### src/rtl/ror_step_sequencer.sv
// Multi-cycle rotate-right sequencer: feeds a 4-bit barrel shifter in steps of
// at most 3 and loops its result back until the full requested amount is applied.
module ror_step_sequencer #(
  parameter int TOTAL_AMT_W = 4
) (
  input  logic                   clk_i,
  input  logic                   rst_ni,
  input  logic                   in_valid_i,
  output logic                   in_ready_o,
  input  logic [3:0]             in_data_i,
  input  logic [TOTAL_AMT_W-1:0] in_amt_i,
  output logic [3:0]             rot_a_o,
  output logic [1:0]             rot_amt_o,
  input  logic [3:0]             rot_y_i,
  output logic                   out_valid_o,
  input  logic                   out_ready_i,
  output logic [3:0]             out_data_o,
  output logic [TOTAL_AMT_W-1:0] out_steps_o,
  output logic                   busy_o
);

  typedef enum logic [1:0] {
    S_IDLE,
    S_STEP,
    S_DONE
  } state_t;

  state_t                 r_state;
  logic [3:0]             r_data;
  logic [TOTAL_AMT_W-1:0] r_rem;
  logic [TOTAL_AMT_W-1:0] r_steps;
  logic [3:0]             r_out_data;
  logic [TOTAL_AMT_W-1:0] r_out_steps;

  logic [1:0]             w_step;
  logic [TOTAL_AMT_W-1:0] w_rem_next;
  logic [TOTAL_AMT_W-1:0] w_steps_next;

  // NOTE: every signal driven here gets a value on every path, so no latch is inferred.
  always_comb begin
    w_step       = (r_rem > TOTAL_AMT_W'(3)) ? 2'd3 : r_rem[1:0];
    w_rem_next   = r_rem - TOTAL_AMT_W'(w_step);
    w_steps_next = r_steps + TOTAL_AMT_W'(1);
  end

  // NOTE: state registers use non-blocking assignments so all updates see pre-edge values.
  always_ff @(posedge clk_i or negedge rst_ni) begin
    if (!rst_ni) begin
      r_state     <= S_IDLE;
      r_data      <= '0;
      r_rem       <= '0;
      r_steps     <= '0;
      r_out_data  <= '0;
      r_out_steps <= '0;
    end else begin
      case (r_state)
        S_IDLE: begin
          if (in_valid_i) begin
            r_data  <= in_data_i;
            r_rem   <= in_amt_i;
            r_steps <= '0;
            if (in_amt_i != '0) begin
              r_state <= S_STEP;
            end else begin
              r_state     <= S_DONE;
              r_out_data  <= in_data_i;
              r_out_steps <= '0;
            end
          end
        end
        S_STEP: begin
          r_data  <= rot_y_i;
          r_rem   <= w_rem_next;
          r_steps <= w_steps_next;
          // The result register is loaded on entry to DONE so it survives the return to IDLE.
          if (w_rem_next == '0) begin
            r_state     <= S_DONE;
            r_out_data  <= rot_y_i;
            r_out_steps <= w_steps_next;
          end
        end
        S_DONE: begin
          if (out_ready_i) r_state <= S_IDLE;
        end
        default: r_state <= S_IDLE;
      endcase
    end
  end

  assign in_ready_o  = (r_state == S_IDLE);
  assign busy_o      = (r_state != S_IDLE);
  assign out_valid_o = (r_state == S_DONE);
  assign rot_a_o     = r_data;
  assign rot_amt_o   = (r_state == S_STEP) ? w_step : 2'd0;
  assign out_data_o  = r_out_data;
  assign out_steps_o = r_out_steps;

endmodule

### config.mk
export PLATFORM = sky130hd
export DESIGN_NAME = ror_step_sequencer
export DESIGN_NICKNAME = d
export VERILOG_FILES = /design/src/rtl/ror_step_sequencer.sv
export SDC_FILE = /design/constraint.sdc
export NUM_CORES = 1
export LEC_CHECK = 0
export BUFFER_PORTS_ARGS = -buffer_cell sky130_fd_sc_hd__buf_2
export CAP_MARGIN = 20
export CORE_UTILIZATION = 45
export CTS_BUF_LIST = sky130_fd_sc_hd__clkbuf_4
export CTS_CLUSTER_DIAMETER = 60
export DETAILED_ROUTE_END_ITERATION = 12
export PLACE_DENSITY = 0.8
export SLEW_MARGIN = 20
export SYNTH_ARGS = -nofsm -noshare
export SYNTH_HDL_FRONTEND = slang
export SYNTH_SLANG_ARGS = --single-unit
### constraint.sdc
create_clock -name clk_i -period 2.69 [get_ports clk_i]
set_input_delay 0.4035 -clock clk_i [delete_from_list [all_inputs] [get_ports clk_i]]
set_output_delay 0.4035 -clock clk_i [all_outputs]
set_load 0.01 [all_outputs]
# Word-level counts from Yosys, hierarchy flattened
# Cells that the tools add are included.
totals:
  register_bits: 22
  in_bits: 16
  word_cells: 44
classes:
  addsub: 2
  magnitude_cmp: 1
  eq_ne: 6
  n_mux: 21
  n_reduce_logical: 8
op_table:
  columns: ["cell", "n"]
  rows:
  - ["one-hot mux 4 bit (2 select lines)", 5]
  - ["2-to-1 mux 4 bit", 9]
  - ["2-to-1 mux 2 bit", 6]
  - ["inequality test 2 bit, second input constant", 3]
  - ["one-hot mux 2 bit (3 select lines)", 1]
  - ["adder 4 x 1 -> 4 bit, second input constant", 1]
  - ["> comparator 4 x 2 -> 1 bit, second input constant", 1]
  - ["zero test 4 bit", 1]
  - ["AND reduction 4 bit", 1]
  - ["nonzero test 2 bit", 2]
  - ["nonzero test 4 bit", 1]
  - ["subtractor 4 x 2 -> 4 bit", 1]
  - ["AND reduction 3 bit", 1]
  - ["== test 2 x 1 -> 1 bit, second input constant", 1]
  - ["== test 2 bit, second input constant", 1]
  - ["zero test 2 bit", 1]
  - ["inequality test 2 x 1 -> 1 bit, second input constant", 1]
  - ["AND reduction 2 bit", 1]

# Depth between registers and ports, before layout
# Gate-level depths: netlist of the first run.
depth:
  depth_word: 6
  mapped_depth: 8
  depth_no_buf: 7

# Worst setup path before layout of the first run
# Ideal clock, no wire load.
synth_path:
  path_kind: "register -> register"
  start: "register r_rem[3]"
  end: "register r_out_data[0], in the netlist out_data_o[0]"
  t_arrival_ns: 2.072
  path_slack_ns: 0.493
  path_stages_with_launch: 8
  path_buffers: 0
  synth_period_minus_slack_ns: 2.197
  cell_sequence: "dfrtp_1 -> nor2_1 -> or2_2 -> ha_1 -> nor4bb_4 -> o311ai_4 -> nand2_4 -> mux2_4"
synth_between:
  elab_chain_len: 6
synth_lines:
  columns: ["element", "line_no", "text"]
  rows:
  - ["start: declaration", "30", "logic [TOTAL_AMT_W-1:0] r_rem;"]
  - ["start signal: assignment", "60", "r_rem <= in_amt_i;"]
  - ["start signal: assignment", "73", "r_rem <= w_rem_next;"]
  - ["> comparator 4 x 2 -> 1 bit", "41", "w_step = (r_rem > TOTAL_AMT_W'(3)) ? 2'd3 : r_rem[1:0];"]
  - ["2-to-1 mux 2 bit", "41", null]
  - ["subtractor 4 x 2 -> 4 bit *", "42", "w_rem_next = r_rem - TOTAL_AMT_W'(w_step);"]
  - ["zero test 4 bit *", "76", "if (w_rem_next == '0) begin"]
  - ["inequality test 2 bit (no line) *", null, null]
  - ["AND reduction 4 bit (no line) *", null, null]
  - ["end signal: assignment", "66", "r_out_data <= in_data_i;"]
  - ["end signal: assignment", "78", "r_out_data <= rot_y_i;"]
  - ["end: declaration", "32", "logic [3:0] r_out_data;"]
# Every way passes the cells marked *; elsewhere a longest branch is shown, timed or not.
# A chain may end at the register's enable or synchronous reset.

# Worst setup path in the final report of the first run
layout_path:
  start: "register r_rem[3]"
  end: "register r_out_data[2], in the netlist out_data_o[2]"
# The elaborated chain is that of the path after synthesis.

==> metrics.log, run 1 <==
INFO  metric post_cts_resize_count = 0
INFO  metric worst_clock_skew = 6.24 ps
INFO  metric dp.final_hpwl = approximately 2.3 mm
INFO  metric leakage = about 0.7 nW
INFO  metric synth-async-reset-ratio = 100%
INFO  metric postSynthCellCount = 135
INFO  metric htreeDepth = 1
INFO  metric top_cell_type_s_share_of_synthesized_area = 43.9%
INFO  metric vias = 1111
INFO  metric clock_sink_count = 22
INFO  metric synth_fp_nets = approximately 150
INFO  metric final-max-slew-violation-count = 0
INFO  metric max_slew.worst_pin.slew = 696 ps
INFO  metric worst-path-max-fanout = 10
INFO  metric ir_drop = 0.658 mV
INFO  metric route.detailed.wl_per_inst = 16.1 um
INFO  metric timing.critical_path.arrival = between 2000 and 3000 ps
INFO  metric clock_tree_from_tritoncts = done
INFO  metric critical_path.n_buffers_inverters = 0
INFO  metric final.hold.worst_slack = 19.6 ps
INFO  metric nNetsFinal = 185
INFO  metric outcome = finished, final reports clean
INFO  metric worst_setup_path_start_kind = register
INFO  metric viasPerCell = 5.67
INFO  metric post-route-min-period = around 2500 ps
INFO  metric layout.cells.non_filler = 196
INFO  metric cts_hold_buffers = 0
INFO  metric floorplan.rows = 18
INFO  metric period_share = roughly 92%
INFO  metric finalSetupViolations = 0
INFO  metric timing.setup.critical_path_class = register to register
INFO  metric finalHoldViolCount = 0
INFO  metric synth.yosys.seq_area_share = 43.9%
INFO  metric detail_route.first_pass.iterations = 4
INFO  metric design.core.area = 0.00254 mm^2
INFO  metric post_synth.cell_area_avg = 9.30 um^2
INFO  metric floorplan.initialDensity = 49.3%
INFO  metric synth_edf_count = 0
INFO  metric finalWirelength = 3.16 mm
INFO  metric total_negative_setup_slacks = 0 ps
INFO  metric max_clock_freq = 404 MHz
INFO  metric most_used_flip_flop_cell_after_synthesis = sky130_fd_sc_hd__dfrtp_1
INFO  metric grt_antenna_before_repair = 0
INFO  metric syn2layout_area_growth = 18.3%
INFO  metric grt_pass1_vias = 1010
INFO  metric worst_r2r_startpoint = r_rem[3]
INFO  metric die-width = around 55 um
INFO  metric critPathMaxStageDelay = ~510 ps
INFO  metric number_of_distinct_library_cell_variants_in_the_gate_level_netlist_after_synthesis = 31
INFO  metric placed_cell_area = between 0.001 and 0.0015 mm^2
INFO  metric power.density = 1310 mW/mm^2
INFO  metric setup.worst_path.end_class = register
INFO  metric drt.antenna.violating_nets = 0
INFO  metric reg2reg_depth = 7
INFO  metric track_usage = 23.4%
INFO  metric n_antenna_cell = 0
INFO  metric first_pass_grt_wire_length = 4.84 mm
INFO  metric die_area = roughly 0.0030 mm^2
INFO  metric numCtsBuffers = 3
INFO  metric synth.top_cells.by_count = sky130_fd_sc_hd__dfrtp_1 (22), sky130_fd_sc_hd__nand2_1 (19), sky130_fd_sc_hd__o21ai_0 (17)
INFO  metric final_cell_area = 0.00149 mm^2
INFO  metric timing.reg2reg.setup_slack = ~220 ps
INFO  metric fillers = 230
INFO  metric route.detailed.drc = 0
INFO  metric synth_area_leader_cell = sky130_fd_sc_hd__dfrtp_1
INFO  metric worst_r2r_endpoint = out_data_o[2]
INFO  metric placed_cells = between 150 and 200
INFO  metric timing.slew.headroom = 53.2%
INFO  metric grt_max_degree = 23
INFO  metric cts-root-buf = sky130_fd_sc_hd__clkbuf_4
INFO  metric globalRoute.totalOverflow = 0
INFO  metric max-clock-path-buffers = 2
INFO  metric die-height = 54.8 um
INFO  metric worstSkewPairLatency = 320 ps
INFO  metric post_synth_main_area_contributors = sky130_fd_sc_hd__dfrtp_1 (44%), sky130_fd_sc_hd__o21ai_0 (6.8%), sky130_fd_sc_hd__nand2_1 (5.7%)
INFO  metric worst_setup_sp = r_rem[3]
INFO  metric layout-drive-gt1-share = 29.5%
INFO  metric rsz0062_at_grt = no
INFO  metric hold_class = input port to async pin
INFO  metric critical_path.slowest_cell = sky130_fd_sc_hd__dfrtp_1
INFO  metric report.power.total = 0.00195 W
INFO  metric synthesis.yosys.warnings = 0
INFO  metric drt_first_iter_violations = 27
INFO  metric synth_seq_cells = 22
INFO  metric syn_area = 0.00125 mm^2
INFO  metric worstPathCellList = nor2_1 -> or2_2 -> ha_1 -> nor4bb_4 -> o311ai_4 -> nand2_4 -> mux2_4
INFO  metric max_cap_viol_count = 0
INFO  metric worst_ep_required_time = between 2000 and 3000 ps
INFO  metric worst_setup_hold_path_clk_slew = 130 ps
INFO  metric post-cts-setup-buffers = 0
INFO  metric io_pins = 33
INFO  metric placement.io_buffers = 32
INFO  metric critical_path.top_delay_family = simple AND/OR/NAND/NOR gates
INFO  metric place.gp.congestion = 0.843
INFO  metric yosysMostFrequentCell = sky130_fd_sc_hd__dfrtp_1
-- metrics by stage --
| stage | util, % | setup slack (ps) |
|---|---|---|
| final | 58.4 | 216 |
| after global routing | 58.4 | 110 |
| after CTS | 58.4 | 245 |
| after detailed placement | 56.3 | 259 |
| after global placement | 56.3 | 364 |
| after floorplan | - | 493 |
-- worst max path at each step --
stage / endpoint / slack (ps) / cells after the start
CTS: out_data_o[2] / 250 / 7
finish: out_data_o[2] / 220 / 7
floorplan: out_data_o[0] / 490 / 7
global placement: out_data_o[3] / 360 / 7
detailed placement: out_data_o[2] / 260 / 7
global route: out_data_o[2] / 110 / 7
-- flip-flops by register name (all words and copies together), names as in the netlist --
name         count
r_state          2
out_steps_o      4
rot_a_o          4
r_rem            4
r_steps          4
out_data_o       4
-- area by class of cell --
type / count / area (um^2) / share of cell area (%)
clock buffers: 3 / 22.5 / 1.52
inverters: 4 / 15.0 / 1.01
clock inverters: 1 / 30.0 / 2.02
well taps: 30 / 37.5 / 2.53
flip-flops and latches: 22 / 551 / 37.1
multi-input cells: 102 / 654 / 44.1
repair buffers: 34 / 175 / 11.8
-- cell usage in the layout (no fill, tap or decap), types with 2 or more instances in the layout --
| cell | n |
|---|---|
| sky130_fd_sc_hd__a31oi_1 | 2 |
| sky130_fd_sc_hd__nand2_1 | 19 |
| sky130_fd_sc_hd__a22oi_1 | 4 |
| sky130_fd_sc_hd__nor4bb_4 | 2 |
| sky130_fd_sc_hd__o21ai_0 | 17 |
| sky130_fd_sc_hd__clkbuf_4 | 3 |
| sky130_fd_sc_hd__nor3_1 | 6 |
| sky130_fd_sc_hd__mux2_4 | 4 |
| sky130_fd_sc_hd__nor2b_1 | 9 |
| sky130_fd_sc_hd__buf_2 | 32 |
| sky130_fd_sc_hd__dfrtp_1 | 22 |
| sky130_fd_sc_hd__ha_1 | 2 |
| sky130_fd_sc_hd__nor2_1 | 8 |
| sky130_fd_sc_hd__inv_1 | 3 |
| sky130_fd_sc_hd__or2_2 | 2 |
| sky130_fd_sc_hd__nand3_1 | 6 |
| sky130_fd_sc_hd__a21oi_1 | 9 |
| sky130_fd_sc_hd__buf_4 | 2 |
-- cells by family (layout without fill, tap and decap cells) --
family,after synthesis,count (layout),synth area share (%)
xor gates and xnor gates,2,2,1.40
and+or+nand+nor,56,56,24.8
muxes,5,5,5.58
adders and majority gates,2,2,1.99
buffers and inverters,11,42,3.99
DFF,22,22,43.9
AOI/OAI and AO/OA,37,37,18.3
-- layer usage --
metal  share of wire [%]  track usage [%]  vias up  wire, um
li1                    -                -      537         -
met1                  44             30.0      536      1400
met2                  50             37.6       31      1580
met3                 3.6             4.17        7       113
met4                 2.0             11.5        0        64
met5                   0                0        -         0
-- where the power goes --
| part | internal [W] | total, W | switching [W] |
|---|---|---|---|
| Combinational | 0.000470 | 0.00103 | 0.000564 |
| Sequential | 0.000484 | 0.000659 | 0.000174 |
| Clock | 0.000151 | 0.000258 | 0.000107 |
| Total | 0.00111 | 0.00195 | 0.000845 |
(Power assumes the default switching activity.)
==> inputs of run 2 (changes only) <==
- ABC_CLOCK_PERIOD_IN_PS: not set -> 2690
- REMOVE_ABC_BUFFERS: not set -> 1
==> metrics.log, run 2 (synthesis gave the netlist of run 1 again) <==
INFO  metric cts_hold_buffers = 0 (unchanged)
INFO  metric max_cap_viol_count = 0 (unchanged)
INFO  metric leakage = 0.701 nW (unchanged)
INFO  metric report.power.total = 0.00192 W (was 0.00195 W)
INFO  metric timing.slew.headroom = 64.6% (was 53.2%)
INFO  metric nNetsFinal = 185 (unchanged)
INFO  metric post-route-util = 58.4% (unchanged)
INFO  metric design.core.area = 0.00254 mm^2 (unchanged)
INFO  metric dp.final_hpwl = 2.06 mm (was 2.27 mm)
INFO  metric worst_setup_hold_path_clk_slew = 130 ps (about the same)
INFO  metric grt_pass1_vias = 933 (was 1010)
INFO  metric final-max-slew-violation-count = 0 (unchanged)
INFO  metric die-width = 54.8 um (unchanged)
INFO  metric worstSkewPairLatency = 320 ps (about the same)
INFO  metric place.gp.congestion = 0.916 (was 0.843)
INFO  metric n_antenna_cell = 0 (unchanged)
INFO  metric clock_tree_from_tritoncts = done (unchanged)
INFO  metric worst_ep_required_time = 2910 ps (about the same)
INFO  metric floorplan.initialDensity = 49.3% (unchanged)
INFO  metric layout-drive-gt1-share = 29.5% (unchanged)
INFO  metric timing.critical_path.arrival = 2640 ps (was 2690 ps)
INFO  metric hold_class = input port to async pin (unchanged)
INFO  metric vias = 1089 (was 1111)
INFO  metric die_area = 0.00300 mm^2 (unchanged)
INFO  metric route.detailed.drc = 0 (unchanged)
INFO  metric route.detailed.wl_per_inst = 14.2 um (was 16.1 um)
INFO  metric cts-root-buf = sky130_fd_sc_hd__clkbuf_4 (unchanged)
INFO  metric placed_cells = 192 (unchanged)
INFO  metric placement.io_buffers = 32 (unchanged)
INFO  metric total_negative_setup_slacks = 0 ps (unchanged)
INFO  metric grt_max_degree = 23 (unchanged)
INFO  metric floorplan.rows = 18 (unchanged)
INFO  metric drt.antenna.violating_nets = 0 (unchanged)
INFO  metric outcome = finished, final reports clean (unchanged)
INFO  metric worstPathCellList = nor2_1 -> or2_2 -> ha_1 -> nor4bb_4 -> o311ai_4 -> nand2_4 -> mux2_4 (unchanged)
INFO  metric worst-path-max-fanout = 10 (unchanged)
INFO  metric finalHoldViolCount = 0 (unchanged)
INFO  metric io_pins = 33 (unchanged)
INFO  metric layout.cells.non_filler = 196 (unchanged)
INFO  metric viasPerCell = 5.56 (was 5.67)
INFO  metric timing.setup.critical_path_class = register to register (unchanged)
INFO  metric critical_path.n_buffers_inverters = 0 (unchanged)
INFO  metric period_share = 89.8% (was 92.0%)
INFO  metric finalSetupViolations = 0 (unchanged)
INFO  metric track_usage = 21.0% (was 23.4%)
INFO  metric die-height = 54.8 um (unchanged)
INFO  metric post_cts_resize_count = 0 (unchanged)
INFO  metric grt_antenna_before_repair = 0 (unchanged)
INFO  metric clock_sink_count = 22 (unchanged)
INFO  metric mostFrequentLayoutCell = sky130_fd_sc_hd__buf_2 (unchanged)
INFO  metric critical_path.slowest_cell = sky130_fd_sc_hd__dfrtp_1 (unchanged)
INFO  metric numCtsBuffers = 3 (unchanged)
INFO  metric setup.worst_path.end_class = register (unchanged)
INFO  metric max_clock_freq = 414 MHz (was 404 MHz)
INFO  metric leading_cell_types_in_the_layout_fill_and_taps_excluded = sky130_fd_sc_hd__buf_2 (32), sky130_fd_sc_hd__dfrtp_1 (22), sky130_fd_sc_hd__nand2_1 (19), sky130_fd_sc_hd__o21ai_0 (17) (unchanged)
INFO  metric worst_clock_skew = 6.76 ps (was 6.24 ps)
INFO  metric post-cts-setup-buffers = 0 (unchanged)
INFO  metric rsz0062_at_grt = no (unchanged)
INFO  metric first_pass_grt_wire_length = 4.34 mm (was 4.84 mm)
INFO  metric max_slew.worst_pin.slew = 527 ps (was 696 ps)
INFO  metric syn2layout_area_growth = 18.3% (unchanged)
INFO  metric globalRoute.totalOverflow = 0 (unchanged)
INFO  metric worst_setup_path_start_kind = register (unchanged)
INFO  metric critPathMaxStageDelay = 520 ps (was 510 ps)
INFO  metric detail_route.first_pass.iterations = 4 (unchanged)
INFO  metric drt_first_iter_violations = 49 (was 27)
INFO  metric critical_path.top_delay_family = simple AND/OR/NAND/NOR gates (unchanged)
INFO  metric htreeDepth = 1 (unchanged)
INFO  metric max-clock-path-buffers = 2 (unchanged)
INFO  metric post-route-min-period = 2420 ps (was 2470 ps)
INFO  metric power.density = 1290 mW/mm^2 (was 1310 mW/mm^2)
INFO  metric finalWirelength = 2.79 mm (was 3.16 mm)
INFO  metric ir_drop = 0.944 mV (was 0.658 mV)
==> run 2: cell counts in the layout (fill, tap and decap cells not counted) <==
Identical to the previous run, type by type.
==> run 2: through the flow <==
stage	setup slack, ps	area (um^2)	hold WS (ps)
after floorplan	401	1220	108
final	273	1490	21.7
after global placement	400	1430	385
after detailed placement	277	1430	390
after global routing	132	1490	56.8
after CTS	253	1490	27.6
==> run 2: where the power goes <==
group	leakage [nW]	switching, W	total, W	internal (W)
sequential	0.277	0.000168	0.000652	0.000484
combinational	0.397	0.000539	0.00101	0.000469
clock	0.0279	0.000106	0.000257	0.000151
==> run 2: metal layers <==
metal	vias up	wire (um)	track usage [%]
li1	540	-	-
met1	495	1260	27.4
met2	50	1320	32.3
met3	4	171	6.11
met4	0	37	7.69
met5	-	0	0
==> run 2: path summary, 6_finish.rpt <==
kind,from,to,slack [ps],depth (start not counted)
min reg2reg,out_steps_o[2],out_steps_o[2],520,2
max reg2reg,r_rem[3],out_data_o[3],270,7
max,r_rem[3],out_data_o[3],270,7
min,rst_ni,r_steps[1],20,1
max in group asynchronous,rst_ni,rot_a_o[1],2340,1
min in group clk_i,rot_y_i[0],rot_a_o[0],330,3
==> run 2: layout make-up <==
class                      count  area (um^2)
tap                           30         37.5
inverter                       4         15.0
timing repair buffer          34          175
clock buffer                   3         22.5
sequential                    22          551
fill                         231         1060
clock inverter                 1         30.0
multi-input combinational    102          654
